<file path="src/rtl/fetch_unit.sv">
// Instruction fetch stage: sequential word fetch over req/gnt/rvalid into a prefetch FIFO
// drained by decode. Optional macro FETCH_PERF_CNT_EN adds stall/flush performance counters.

package fetch_unit_pkg;
  typedef struct packed {
    logic [31:0] instr;
    logic [31:0] pc;
  } fetch_entry_t;
endpackage

module fetch_unit
  import fetch_unit_pkg::*;
#(
  parameter int unsigned FIFO_DEPTH = 4,
  parameter logic [31:0] RESET_PC   = 32'h0000_0000
) (
  input  logic        clk,
  input  logic        reset,
  output logic        imem_req,
  output logic [31:0] imem_addr,
  input  logic        imem_gnt,
  input  logic        imem_rvalid,
  input  logic [31:0] imem_rdata,
  input  logic        redirect_valid,
  input  logic [31:0] redirect_pc,
  output logic        out_valid,
  input  logic        out_ready,
  output logic [31:0] out_instr,
  output logic [31:0] out_pc
`ifdef FETCH_PERF_CNT_EN
  ,
  output logic [31:0] stall_cycles,
  output logic [15:0] flush_count
`endif
);

  localparam int unsigned PTR_W = $clog2(FIFO_DEPTH);
  localparam int unsigned CNT_W = PTR_W + 1;
  localparam int unsigned SUM_W = CNT_W + 1;
  localparam logic [CNT_W-1:0] DEPTH_CNT = CNT_W'(FIFO_DEPTH);

  typedef enum logic {
    FETCH = 1'b0,
    DRAIN = 1'b1
  } state_e;

  state_e             state_q, state_d;
  logic [31:0]        fetch_pc_q, fetch_pc_d;
  logic [31:0]        resp_pc_q, resp_pc_d;
  logic [CNT_W-1:0]   outstanding_q, outstanding_d;
  logic [CNT_W-1:0]   discard_q, discard_d;
  logic [CNT_W-1:0]   count_q, count_d;
  logic [PTR_W-1:0]   rptr_q, rptr_d;
  logic [PTR_W-1:0]   wptr_q, wptr_d;
  fetch_entry_t       head_q, head_d;
  logic               valid_q, valid_d;
  fetch_entry_t       mem_q [FIFO_DEPTH];

  logic               accept;
  logic               push;
  logic               pop;
  logic               credit_ok;
  logic [31:0]        redirect_aligned;
  fetch_entry_t       new_entry;
  logic               unused_redirect_lsb;

  assign redirect_aligned    = {redirect_pc[31:2], 2'b00};
  assign unused_redirect_lsb = ^redirect_pc[1:0];
  assign new_entry           = '{instr: imem_rdata, pc: resp_pc_q};

  // Next-state: request issue, credit accounting, response steering and FIFO bookkeeping.
  always_comb begin
    state_d       = state_q;
    fetch_pc_d    = fetch_pc_q;
    resp_pc_d     = resp_pc_q;
    outstanding_d = outstanding_q;
    discard_d     = discard_q;
    count_d       = count_q;
    rptr_d        = rptr_q;
    wptr_d        = wptr_q;
    head_d        = head_q;
    valid_d       = valid_q;
    imem_req      = 1'b0;
    accept        = 1'b0;
    push          = 1'b0;
    pop           = 1'b0;
    credit_ok     = (SUM_W'(outstanding_q) + SUM_W'(count_q)) < SUM_W'(FIFO_DEPTH);

    case (state_q)
      FETCH:   imem_req = !reset && !redirect_valid && credit_ok;
      DRAIN:   imem_req = 1'b0;
      default: imem_req = 1'b0;
    endcase

    accept = imem_req && imem_gnt;
    pop    = valid_q && out_ready;

    if (accept) begin
      fetch_pc_d = fetch_pc_q + 32'd4;
    end
    outstanding_d = outstanding_q + CNT_W'(accept) - CNT_W'(imem_rvalid);

    if (imem_rvalid) begin
      if (discard_q != '0) begin
        discard_d = discard_q - CNT_W'(1);
      end else begin
        push = 1'b1;
      end
    end

    // Redirect: nothing is accepted this cycle, so every response still owed is stale.
    if (redirect_valid) begin
      fetch_pc_d = redirect_aligned;
      resp_pc_d  = redirect_aligned;
      push       = 1'b0;
      discard_d  = outstanding_q - CNT_W'(imem_rvalid);
    end

    if (push) begin
      resp_pc_d = resp_pc_q + 32'd4;
    end

    count_d = count_q + CNT_W'(push) - CNT_W'(pop);
    rptr_d  = rptr_q + PTR_W'(pop);
    wptr_d  = wptr_q + PTR_W'(push);
    if (redirect_valid) begin
      count_d = '0;
      rptr_d  = '0;
      wptr_d  = '0;
    end

    // Head register tracks the entry at rptr_d, bypassing the incoming word when it lands at the head.
    if (count_d != '0) begin
      if (push && ((count_q - CNT_W'(pop)) == '0)) begin
        head_d = new_entry;
      end else begin
        head_d = mem_q[rptr_d];
      end
    end
    valid_d = (count_d != '0);

    state_d = (discard_d != '0) ? DRAIN : FETCH;
  end

  always_ff @(posedge clk) begin
    if (reset) begin
      state_q       <= FETCH;
      fetch_pc_q    <= RESET_PC;
      resp_pc_q     <= RESET_PC;
      outstanding_q <= '0;
      discard_q     <= '0;
      count_q       <= '0;
      rptr_q        <= '0;
      wptr_q        <= '0;
      head_q        <= '0;
      valid_q       <= 1'b0;
    end else begin
      state_q       <= state_d;
      fetch_pc_q    <= fetch_pc_d;
      resp_pc_q     <= resp_pc_d;
      outstanding_q <= outstanding_d;
      discard_q     <= discard_d;
      count_q       <= count_d;
      rptr_q        <= rptr_d;
      wptr_q        <= wptr_d;
      head_q        <= head_d;
      valid_q       <= valid_d;
    end
  end

  always_ff @(posedge clk) begin
    if (!reset && push) begin
      mem_q[wptr_q] <= new_entry;
    end
  end

  assign imem_addr = fetch_pc_q;
  assign out_valid = valid_q;
  assign out_instr = head_q.instr;
  assign out_pc    = head_q.pc;

`ifdef FETCH_PERF_CNT_EN
  logic [31:0] stall_q;
  logic [15:0] flush_q;

  // Saturating counters: decode starved, and redirect strobes seen.
  always_ff @(posedge clk) begin
    if (reset) begin
      stall_q <= '0;
      flush_q <= '0;
    end else begin
      if (out_ready && !valid_q && (stall_q != '1)) begin
        stall_q <= stall_q + 32'd1;
      end
      if (redirect_valid && (flush_q != '1)) begin
        flush_q <= flush_q + 16'd1;
      end
    end
  end

  assign stall_cycles = stall_q;
  assign flush_count  = flush_q;
`endif

`ifndef SYNTHESIS
  always @(posedge clk) begin
    if (!reset) begin
      assert (!(imem_rvalid && (outstanding_q == '0)))
        else $error("fetch_unit: rvalid with no outstanding request");
      assert (!(push && !pop && (count_q == DEPTH_CNT)))
        else $error("fetch_unit: push into full prefetch FIFO");
    end
  end
`endif

endmodule

</file>
<file path="config.mk">
export PLATFORM = sky130hd
export DESIGN_NAME = fetch_unit
export DESIGN_NICKNAME = d
export VERILOG_FILES = /design/src/rtl/fetch_unit.sv
export SDC_FILE = /design/constraint.sdc
export NUM_CORES = 1
export LEC_CHECK = 0
export ABC_AREA = 1
export CORE_ASPECT_RATIO = 0.5
export CORE_UTILIZATION = 40
export CTS_CLUSTER_DIAMETER = 120
export DETAILED_ROUTE_END_ITERATION = 16
export PLACE_DENSITY = 0.57
export SLEW_MARGIN = 20
export SYNTH_ARGS = -nofsm -noshare
export SYNTH_HDL_FRONTEND = slang
export SYNTH_SLANG_ARGS = --single-unit
</file>
<file path="constraint.sdc">
create_clock -name clk -period 7.8 [get_ports clk]
set_input_delay 0.78 -clock clk [delete_from_list [all_inputs] [get_ports clk]]
set_output_delay 0.78 -clock clk [all_outputs]
set_load 0.005 [all_outputs]
</file>
; ---- After elaboration in Yosys (flattened, before gate mapping)
; Memory sizes are Yosys's and may differ from the RTL's.
; Cells that the tools add are included.
[totals]
regBits = 143
mem_bits_rw = 256
inputBits = 70
output_inout_bits = 98
elab_cells = 59
memories = 1
[mem_list]
columns = name, depth, word_bits, read_ports, rd_ports_with_merged_regs, write_ports, line
row1 = mem_q, 4, 64, 1, 0, 1, 57  ; fetch_entry_t mem_q [FIFO_DEPTH];
[op_classes]
add_sub_neg = 12
magnitude_cmp = 1
mux = 17
n_bitwise = 1
reduce_logical = 15
[ops]
columns = operator, count
row1 = 2-to-1 mux 32 bit, 4
row2 = adder 32 x 3 -> 32 bit (second input constant), 2
row3 = 2-to-1 mux 64 bit, 1
row4 = 2-to-1 mux 3 bit, 4
row5 = subtractor 3 x 1 -> 3 bit, 4
row6 = nonzero test 3 bit, 3
row7 = adder 3 x 1 -> 3 bit, 2
row8 = logical AND 1 bit, 6
row9 = 2-to-1 mux 1 bit, 6
row10 = adder 2 x 1 -> 2 bit, 2
row11 = adder 3 x 3 -> 4 bit, 1
row12 = less-than comparator 4 x 3 -> 1 bit (second input constant), 1
row13 = nonzero test 2 bit, 2
row14 = logical NOT 3 bit, 1
row15 = subtractor 3 x 1 -> 3 bit (second input constant), 1
row16 = logical NOT 1 bit, 2
row17 = 2-to-1 mux 2 bit, 1
row18 = case mux 1 bit (2 select lines), 1
row19 = OR reduction 2 bit, 1
row20 = NOT 1 bit, 1

; ---- Depth between registers and ports, before layout
[depth]
word_depth = 8
depth_mapped = 22
depth_no_buf = 20

; ---- Worst setup path after synthesis
; OpenSTA, ideal clock, no wires.
[synth_timing]
path_type = input to register
start = input port redirect_valid
end = memory mem_q[0][10] in the netlist's numbering (enable)
setup_time_ns = 0.559
t_arrival_ns = 5.828
t_required_ns = 7.241
slack_ns = 1.414
cell_stages = 7
n_path_buf = 2
path_cell_list = buf_6 > nor2_2 > buf_2 > inv_1 > nor2_2 > inv_1 > nor3_1
[synth_between]
elab_chain_len = 4
[synth_lines]
columns = item, line
row1 = "start, declared", 24  ; input logic redirect_valid,
row2 = 2-to-1 mux 1 bit, 112  ; if (redirect_valid) begin
row3 = logical AND 1 bit, 172  ; if (!reset && push) begin
row4 = 2-to-1 mux 1 bit, 172
row5 = 2-to-1 mux 1 bit (not written as such), 173  ; mem_q[wptr_q] <= new_entry;
row6 = "end, declared", 57
; No other way between the ends.

; ---- Final worst setup path
[layout_timing]
start = input port imem_rvalid
end = register head_q, in the netlist out_pc[28]
[layout_between]
elab_chain_len = 6
elab_cells_between_ends = 8
classes_between = add/sub (2) / mux (4) / reduce/logical (2)
[layout_lines]
columns = item, line
row1 = "start, declared", 22  ; input logic imem_rvalid,
row2 = 2-to-1 mux 1 bit (*), 103  ; if (imem_rvalid) begin
row3 = 2-to-1 mux 1 bit (*), 112
row4 = adder 3 x 1 -> 3 bit, 123  ; count_d = count_q + CNT_W'(push) - CNT_W'(pop);
row5 = subtractor 3 x 1 -> 3 bit, 123
row6 = 2-to-1 mux 3 bit, 126  ; if (redirect_valid) begin
row7 = nonzero test 3 bit, 133  ; if (count_d != '0) begin
row8 = "end signal, assigned", 155  ; head_q <= '0;
row9 = "end signal, assigned", 166  ; head_q <= head_d;
row10 = "end, declared", 55  ; fetch_entry_t head_q, head_d;
; Every way passes the cells marked *; elsewhere a longest branch is shown, timed or not.
; A chain may end at the register's enable or synchronous reset.

==> impl_results.md <==
* Outcome: completed
* Final HPWL from detailed placement at 28,390 microns
* Number of instances in the synthesized netlist at 2,003
* Power per unit of standard cell area at 234.1 nW/um^2
* Post-synth EDFFs at 248
* Reg2Reg Capture Point: out_pc[28]
* Post-route DRC violation count at 0
* Post-synth ARST share at 0%
* Register-to-register setup slack at 3.30 ns
* Ranking of synthesized cells by area: sky130_fd_sc_hd__edfxtp_1 (43%), sky130_fd_sc_hd__dfxtp_1 (16%), sky130_fd_sc_hd__nand2_1 (14%)
* Setup TNS at 0 ns
* Count of unique library cells instantiated by Yosys at 43
* Vias at 13,650
* Sort of element at the end of the critical path: flip-flop
* Pre-antenna DRT Iters at 5
* Library cell occupying the most area in the post-synthesis netlist: sky130_fd_sc_hd__edfxtp_1
* Post-CTS setup buffer count at 0
* Mean number of vias per cell at 5.004
* Number of pins with negative max-slew slack in the final report at 0
* Area of the mapped netlist at 17,460 sq um
* Critical path startpoint category: primary input
* Highest fanout seen on the critical path at 39
* Clock latency of the later-clocked register in the worst-skew pair at 0.54 ns
* Area of the core at 42,510 sq um
* Initial standard-cell utilization of the core at 41.09%
* Net total in the final layout at 2,207
* Sequential-to-total area share from yosys stat at 58.35%
* Startpoint-to-endpoint class of the critical path: primary input to flip-flop
* Vias in the first global route at 12,590
* Transition time at the pin with the least slew margin at 1.087 ns
* Input/output buffers at 161
* Max-Slew Margin vs Limit at 27.51%
* TritonCTS Buffers at 38
* TritonCTS sink count at 385
* CTS clock-pin slew for the worst setup and hold paths at 0.06 ns
* Sum of routed wire length over all layers at 47,010 microns
* Layout filler cell count at 4,081
* Max Clk Rate at 217.9 MHz
* 1st-iter DRT viols at 1,040
* Start point of the worst min-delay path: out_pc[15]
* Fin. Hold Viols at 0
* Layout cells sized above 1 at 4.977%
* Arrival time at the worst endpoint at 5.07 ns
* Number of placed I/O pins at 168
* Shortest period the worst path allows at 4.590 ns
* Die area at 44,550 sq um
* Average wire length per cell after detail routing at 17.23 microns
* Area used by sequential logic in the layout at 10,190 sq um
* Max VDD drop at 130.7 uV
* Area growth from synthesis to layout at 18.53%
* Initial antenna violation count at 1
* Worst-case clock skew at 0.01158 ns
* Final setup violating endpoints at 0
* Hold-critical path depth at 2
* Die Span Y at 149.8 microns
* Leakage at 0.008064 uW
* H-tree depth reported by CTS at 2
* Final GP Congestion at 0.8456
* Crit Reg-Reg Startpoint: discard_q[0]
* CTS tree: yes
* Count of state elements after synthesis at 385
* Depth of the most critical reg-to-reg path at 18
* CTS-repair resized insts at 0
* Most common flop cell mapped by yosys: sky130_fd_sc_hd__edfxtp_1
* Critical path data required time at 8.28 ns
* Unrepaired setup endpoints after global routing: false
* Hold_buf cts at 0
* Maximum clock path buffer count at 3
* Total GRT Usage at 21.16%
* Total number of placement rows at 53
* Die Span X at 297.5 microns
* Area taken by multi-input logic gates at 6170 sq um
* Fraction of the cycle the final worst path needs at 58.84%
* Area of all placed cells without fillers at 20,700 sq um
* Buffer cell driving the clock tree root: sky130_fd_sc_hd__clkbuf_16
* Min-delay worst type: flip-flop to flip-flop
* Worst min-delay path endpoint: out_pc[15]
* Count of warnings emitted by yosys at 0
* Proportion of netlist area held by the largest area contributor at 42.64%
* Overflow left after global routing at 0
* Dpl cell area at 19,430 sq um
* Max Cap Viol at 0
* Pin count of the biggest net entering global routing at 91
* Antenna Nets Post-Route at 0
* Mean post-synth cell area at 8.719 sq um
* Wire length of the first global-routing pass at 72,920 microns
[synth_stat cells, drive strengths merged (2+ instances only)]
| cell | instances |
|---|---|
| dfxtp | 137 |
| fa | 2 |
| nand3 | 293 |
| ha | 15 |
| nand2 | 669 |
| nor3 | 9 |
| o31ai | 3 |
| nand4 | 9 |
| nor2 | 130 |
| clkbuf | 27 |
| a21oi | 31 |
| o22ai | 6 |
| or2 | 6 |
| a31oi | 15 |
| edfxtp | 248 |
| buf | 76 |
| o21bai | 2 |
| o21ai | 141 |
| xnor2 | 3 |
| inv | 163 |
| xor2 | 12 |
[metrics by stage]
stage	hold WS, ns	power [uW]	worst slack (ns)	cells	utilization, %
2_1_floorplan	0.4470	2723	1.414	2006	-
3_3_place_gp	0.4403	3012	2.643	2657	45.70
3_5_place_dp	0.4418	3016	2.606	2657	45.70
4_1_cts	0.4554	4898	3.152	2727	48.69
5_1_grt	0.4732	5059	2.845	2728	48.70
6_report	0.4508	4847	3.210	2728	48.70
[metal layers]
| layer | vias up | track usage (%) | routed length [microns] |
|---|---|---|---|
| met2 | 349 | 33.58 | 21210 |
| li1 | 6897 | - | - |
| met5 | - | 0 | 0 |
| met3 | 54 | 3.092 | 2585 |
| met1 | 6352 | 30.52 | 22460 |
| met4 | 0 | 5.000 | 756 |
[power by group]
group,internal [uW],switching (uW),total (uW),leakage (uW)
combinational,254,357,611,0.00407
clock,1080,799,1880,0.000615
sequential,2270,87.0,2350,0.00338
[cell usage in the layout (no fill, tap or decap), types with 41 or more instances in the layout]
cell and n:
sky130_fd_sc_hd__clkbuf_16 41, sky130_fd_sc_hd__nor2_1 122, sky130_fd_sc_hd__o21ai_0 51, sky130_fd_sc_hd__clkdlybuf4s50_1 160
sky130_fd_sc_hd__nand2_1 664, sky130_fd_sc_hd__o21ai_1 90, sky130_fd_sc_hd__dfxtp_1 137, sky130_fd_sc_hd__nand3_1 291
sky130_fd_sc_hd__edfxtp_1 248, sky130_fd_sc_hd__inv_1 160
[cell families after synthesis]
| family | Yosys count | share of synthesized area, % |
|---|---|---|
| other | 1 | 0.02147 |
| adder cells (fa/ha/maj) | 17 | 1.304 |
| AND/OR/NAND/NOR | 1118 | 26.93 |
| XOR/XNOR | 15 | 0.7523 |
| AO/OA/AOI/OAI | 201 | 6.040 |
| buffers and inverters | 266 | 6.605 |
| flip-flops | 385 | 58.35 |
[worst max-delay path: stages]
cell and delay, ns:
sky130_fd_sc_hd__clkdlybuf4s50_1 0.59, sky130_fd_sc_hd__nand2_2 0.14, sky130_fd_sc_hd__nor2_4 0.58, sky130_fd_sc_hd__inv_1 0.22, sky130_fd_sc_hd__ha_1 0.34, sky130_fd_sc_hd__inv_1 0.06, sky130_fd_sc_hd__ha_1 0.14, sky130_fd_sc_hd__inv_1 0.05
sky130_fd_sc_hd__fa_1 0.50, sky130_fd_sc_hd__o21a_1 0.12, sky130_fd_sc_hd__nand2_1 0.12, sky130_fd_sc_hd__nor2_4 0.80, sky130_fd_sc_hd__buf_4 0.43, sky130_fd_sc_hd__nand2_1 0.10, sky130_fd_sc_hd__nand2_1 0.07
[layout make-up]
type / count / area share, %
repair buffers: 177 / 8.341
flip-flops and latches: 385 / 49.23
clock buffers: 50 / 5.216
diodes: 1 / 0.01209
inverters: 163 / 2.986
multi-input cells: 1355 / 29.81
clock inverters: 20 / 0.9248
well taps: 577 / 3.488
[sequential cells by signal, indices dropped and copies added, names as in the netlist]
register and cells:
out_pc 30, count_q 3, rptr_q 2, out_valid 1, outstanding_q 3, mem_q 248
resp_pc_q 30, out_instr 32, wptr_q 2, imem_addr 30, discard_q 3, state_q 1
[worst max path at each step]
stage / slack, ns / cells past startpoint / from / to
floorplan: 1.41 / 7 / redirect_valid / mem_q[0][10]
global placement: 2.64 / 15 / imem_rvalid / out_instr[20]
detailed placement: 2.61 / 15 / imem_rvalid / out_instr[26]
CTS: 3.15 / 15 / imem_rvalid / out_instr[26]
global route: 2.84 / 17 / imem_rvalid / out_instr[0]
finish: 3.21 / 15 / imem_rvalid / out_pc[28]
No activity file was read; power rests on OpenSTA's default activity.
==> RTL change: new RTL, config.mk and constraints unchanged <==
Set the parameter `FIFO_DEPTH` to 8 (it was 4).
--- a/src/rtl/fetch_unit.sv
+++ b/src/rtl/fetch_unit.sv
@@ -12,5 +12,5 @@
   import fetch_unit_pkg::*;
 #(
-  parameter int unsigned FIFO_DEPTH = 4,
+  parameter int unsigned FIFO_DEPTH = 8,
   parameter logic [31:0] RESET_PC   = 32'h0000_0000
 ) (
Behaviour: not the same (Yosys sat finds a counterexample within 10 cycles, from zero or initial values and one cycle with reset high).
==> RTL change against the original RTL <==
  * Wire length up 60%
  * Register-to-register slack better by 0.53 ns
  * Area after synthesis up 62%
  * Global-route usage down 0.20 points
  * Highest routed layer unchanged
  * Design area up 57%
  * Power up 72%
  * Non-clock buffer count up 15
  * Sequential cell count up 253
  * Combinational power up 130%
  * Setup slack better by 0.45 ns
  * Clock skew up 0.014 ns
==> RTL change: results (changes against the original RTL) <==
- Total Nets Final: 3244 (+47%)
- Critical R2R Launch: discard_q[0]$_SDFF_PP0_
- Compound-cell area share of the yosys netlist: 0.0491 (-0.0113)
- Clk pin slew, worst setup/hold paths: 0.07 ns
- HP Start: out_pc[28]$_SDFFE_PP0P_
- CP top delay family: buffers and inverters
- CTS Buffer Depth: 3 (unchanged)
- Seq/Total Area, Yosys: 0.627 (+0.0432)
- Largest register FFs: 496 (+100%)
- Fraction of layout cells with a size suffix above 1: 0.0500 (+0.000279)
- Hold Path End: out_pc[28]$_SDFFE_PP0P_
- Total GRT Usage: 0.210 (-0.00201)
- Clk_lat worst skew: 0.62 ns (+0.08 ns)
- H-tree depth: 2 (unchanged)
- Antenna cell count: 0 (-1)
- Pins Over Slew Limit: 0 (unchanged)
- Clock skew: 0.0258 ns (+0.0142 ns)
- Post-DP HPWL: 41800 um (+47%)
- Adder-Cell Fraction of Synth Area: 0.0120 (-0.00101)
- IO Port Bufs: 161 (unchanged)
- TritonCTS Buffers: 57 (+50%)
- Synth Area in XOR/XNOR: 0.00495 (-0.00257)
- Slew HR: 0.264 (-0.0113)
- Vias: 20900 (+53%)
- DRT Pass-1 Iters: 5 (unchanged)
- Peak supply drop: 176 uV (+34%)
- Initial antenna violation count: 0 (-1)
- Largest net degree at the start of global routing: 104 (+14%)
- First-pass GRT wire length: 116000 um (+59%)
- Synth cell count leaders: nand2_1, edfxtp_1, nand3_1, nor2_1, inv_1
- Routability cong.: 0.850 (+0.56%)
- Syn. warnings: 0 (unchanged)
- Vias in the first global route: 19600 (+56%)
- Crit-path max cell delay: 0.64 ns (-0.16 ns)
- Arr. time, crit path: 4.65 ns (-0.42 ns)
- PostCTS Resize Cnt: 0 (unchanged)
- Outcome: complete, no violations
- Critical path peak fanout: 53 (+36%)
- Fillcell total: 6562 (+61%)
- Drt total wl: 75000 um (+60%)
- Hold Crit Class: reg -> reg
- Slowest stage cell, crit path: clkdlybuf4s50_1
- Post-synth EDFFs: 496 (+100%)
- Internal reg-to-reg setup slack: 3.83 ns (+0.53 ns)
- Async S/R FF share, synth: 0 (unchanged)
- P_leak: 13.0 nW (+61%)
- Mux cell area share after synthesis: 0 (unchanged)
- Reg2Reg Depth: 18 (unchanged)
- R2R Path End: out_pc[26]$_SDFFE_PP0P_
- Post-CTS Setup Inserts: 0 (unchanged)
- Most area-consuming cells after synthesis: edfxtp_1, nand2_1, dfxtp_1, nand3_1, nor2_1
- Yosys cell types: 41 (-4.7%)
- Iter 0 DRT Violations: 1676 (+61%)
RTL change: worst min-delay path, delay by kind of cell (launching register included):
family | cells | cell delay, ns
DFF | 1 | 0.31
and+or+nand+nor | 2 | 0.12
RTL change: kinds of logic (layout without fill, tap and decap cells):
family,count (synthesis),in the layout
AND/OR/NAND/NOR,1791,1791
flip-flops,638,638
buffers and inverters,341,493
AO/OA/AOI/OAI,229,229
adder cells (fa/ha/maj),26,26
XOR/XNOR,16,16
other,1,4
RTL change: how the worst max path moves through the flow:
stage / startpoint / end / slack [ns] / cells past startpoint
after floorplan: redirect_valid / mem_q[6][10]$_DFFE_PP_ / 1.60 / 6
after global placement: imem_rvalid / out_pc[9]$_SDFFE_PP0P_ / 3.09 / 17
after detailed placement: imem_rvalid / out_pc[12]$_SDFFE_PP0P_ / 3.07 / 17
after CTS: imem_rvalid / out_pc[27]$_SDFFE_PP0P_ / 3.72 / 17
after global routing: imem_rvalid / out_instr[5]$_SDFFE_PP0P_ / 3.40 / 17
final: imem_rvalid / out_pc[26]$_SDFFE_PP0P_ / 3.66 / 17
RTL change: metal layers:
metal / track usage / vias to the layer above / wire length, um
li1: - / 10300 / -
met1: 0.310 / 9993 / 35600
met2: 0.330 / 562 / 33600
met3: 0.0281 / 89 / 4690
met4: 0.0408 / 0 / 1090
met5: 0 / - / 0
RTL change: layout make-up:
cell class	instances	area share
Multi-Input combinational cell	2066	0.281
Sequential cell	638	0.545
Inverter	193	0.0227
Clock inverter	17	0.00688
Clock buffer	91	0.0521
Timing Repair Buffer	192	0.0563
Tap cell	945	0.0363
RTL change: per-stage QoR:
step	area, um2	setup WS [ns]	hold slack [ns]	std cells
4_1_cts	32600	3.72	0.474	4142
3_5_place_dp	30600	3.07	0.463	4034
6_report	32600	3.66	0.472	4142
3_3_place_gp	30600	3.09	0.461	4034
5_1_grt	32600	3.40	0.487	4142
2_1_floorplan	28300	1.60	0.464	3045
RTL change: power breakdown:
part	switching (W)	internal, W	total (W)
combinational	0.000846	0.000566	0.00141
clock	0.00127	0.00163	0.00290
sequential	0.000172	0.00386	0.00403
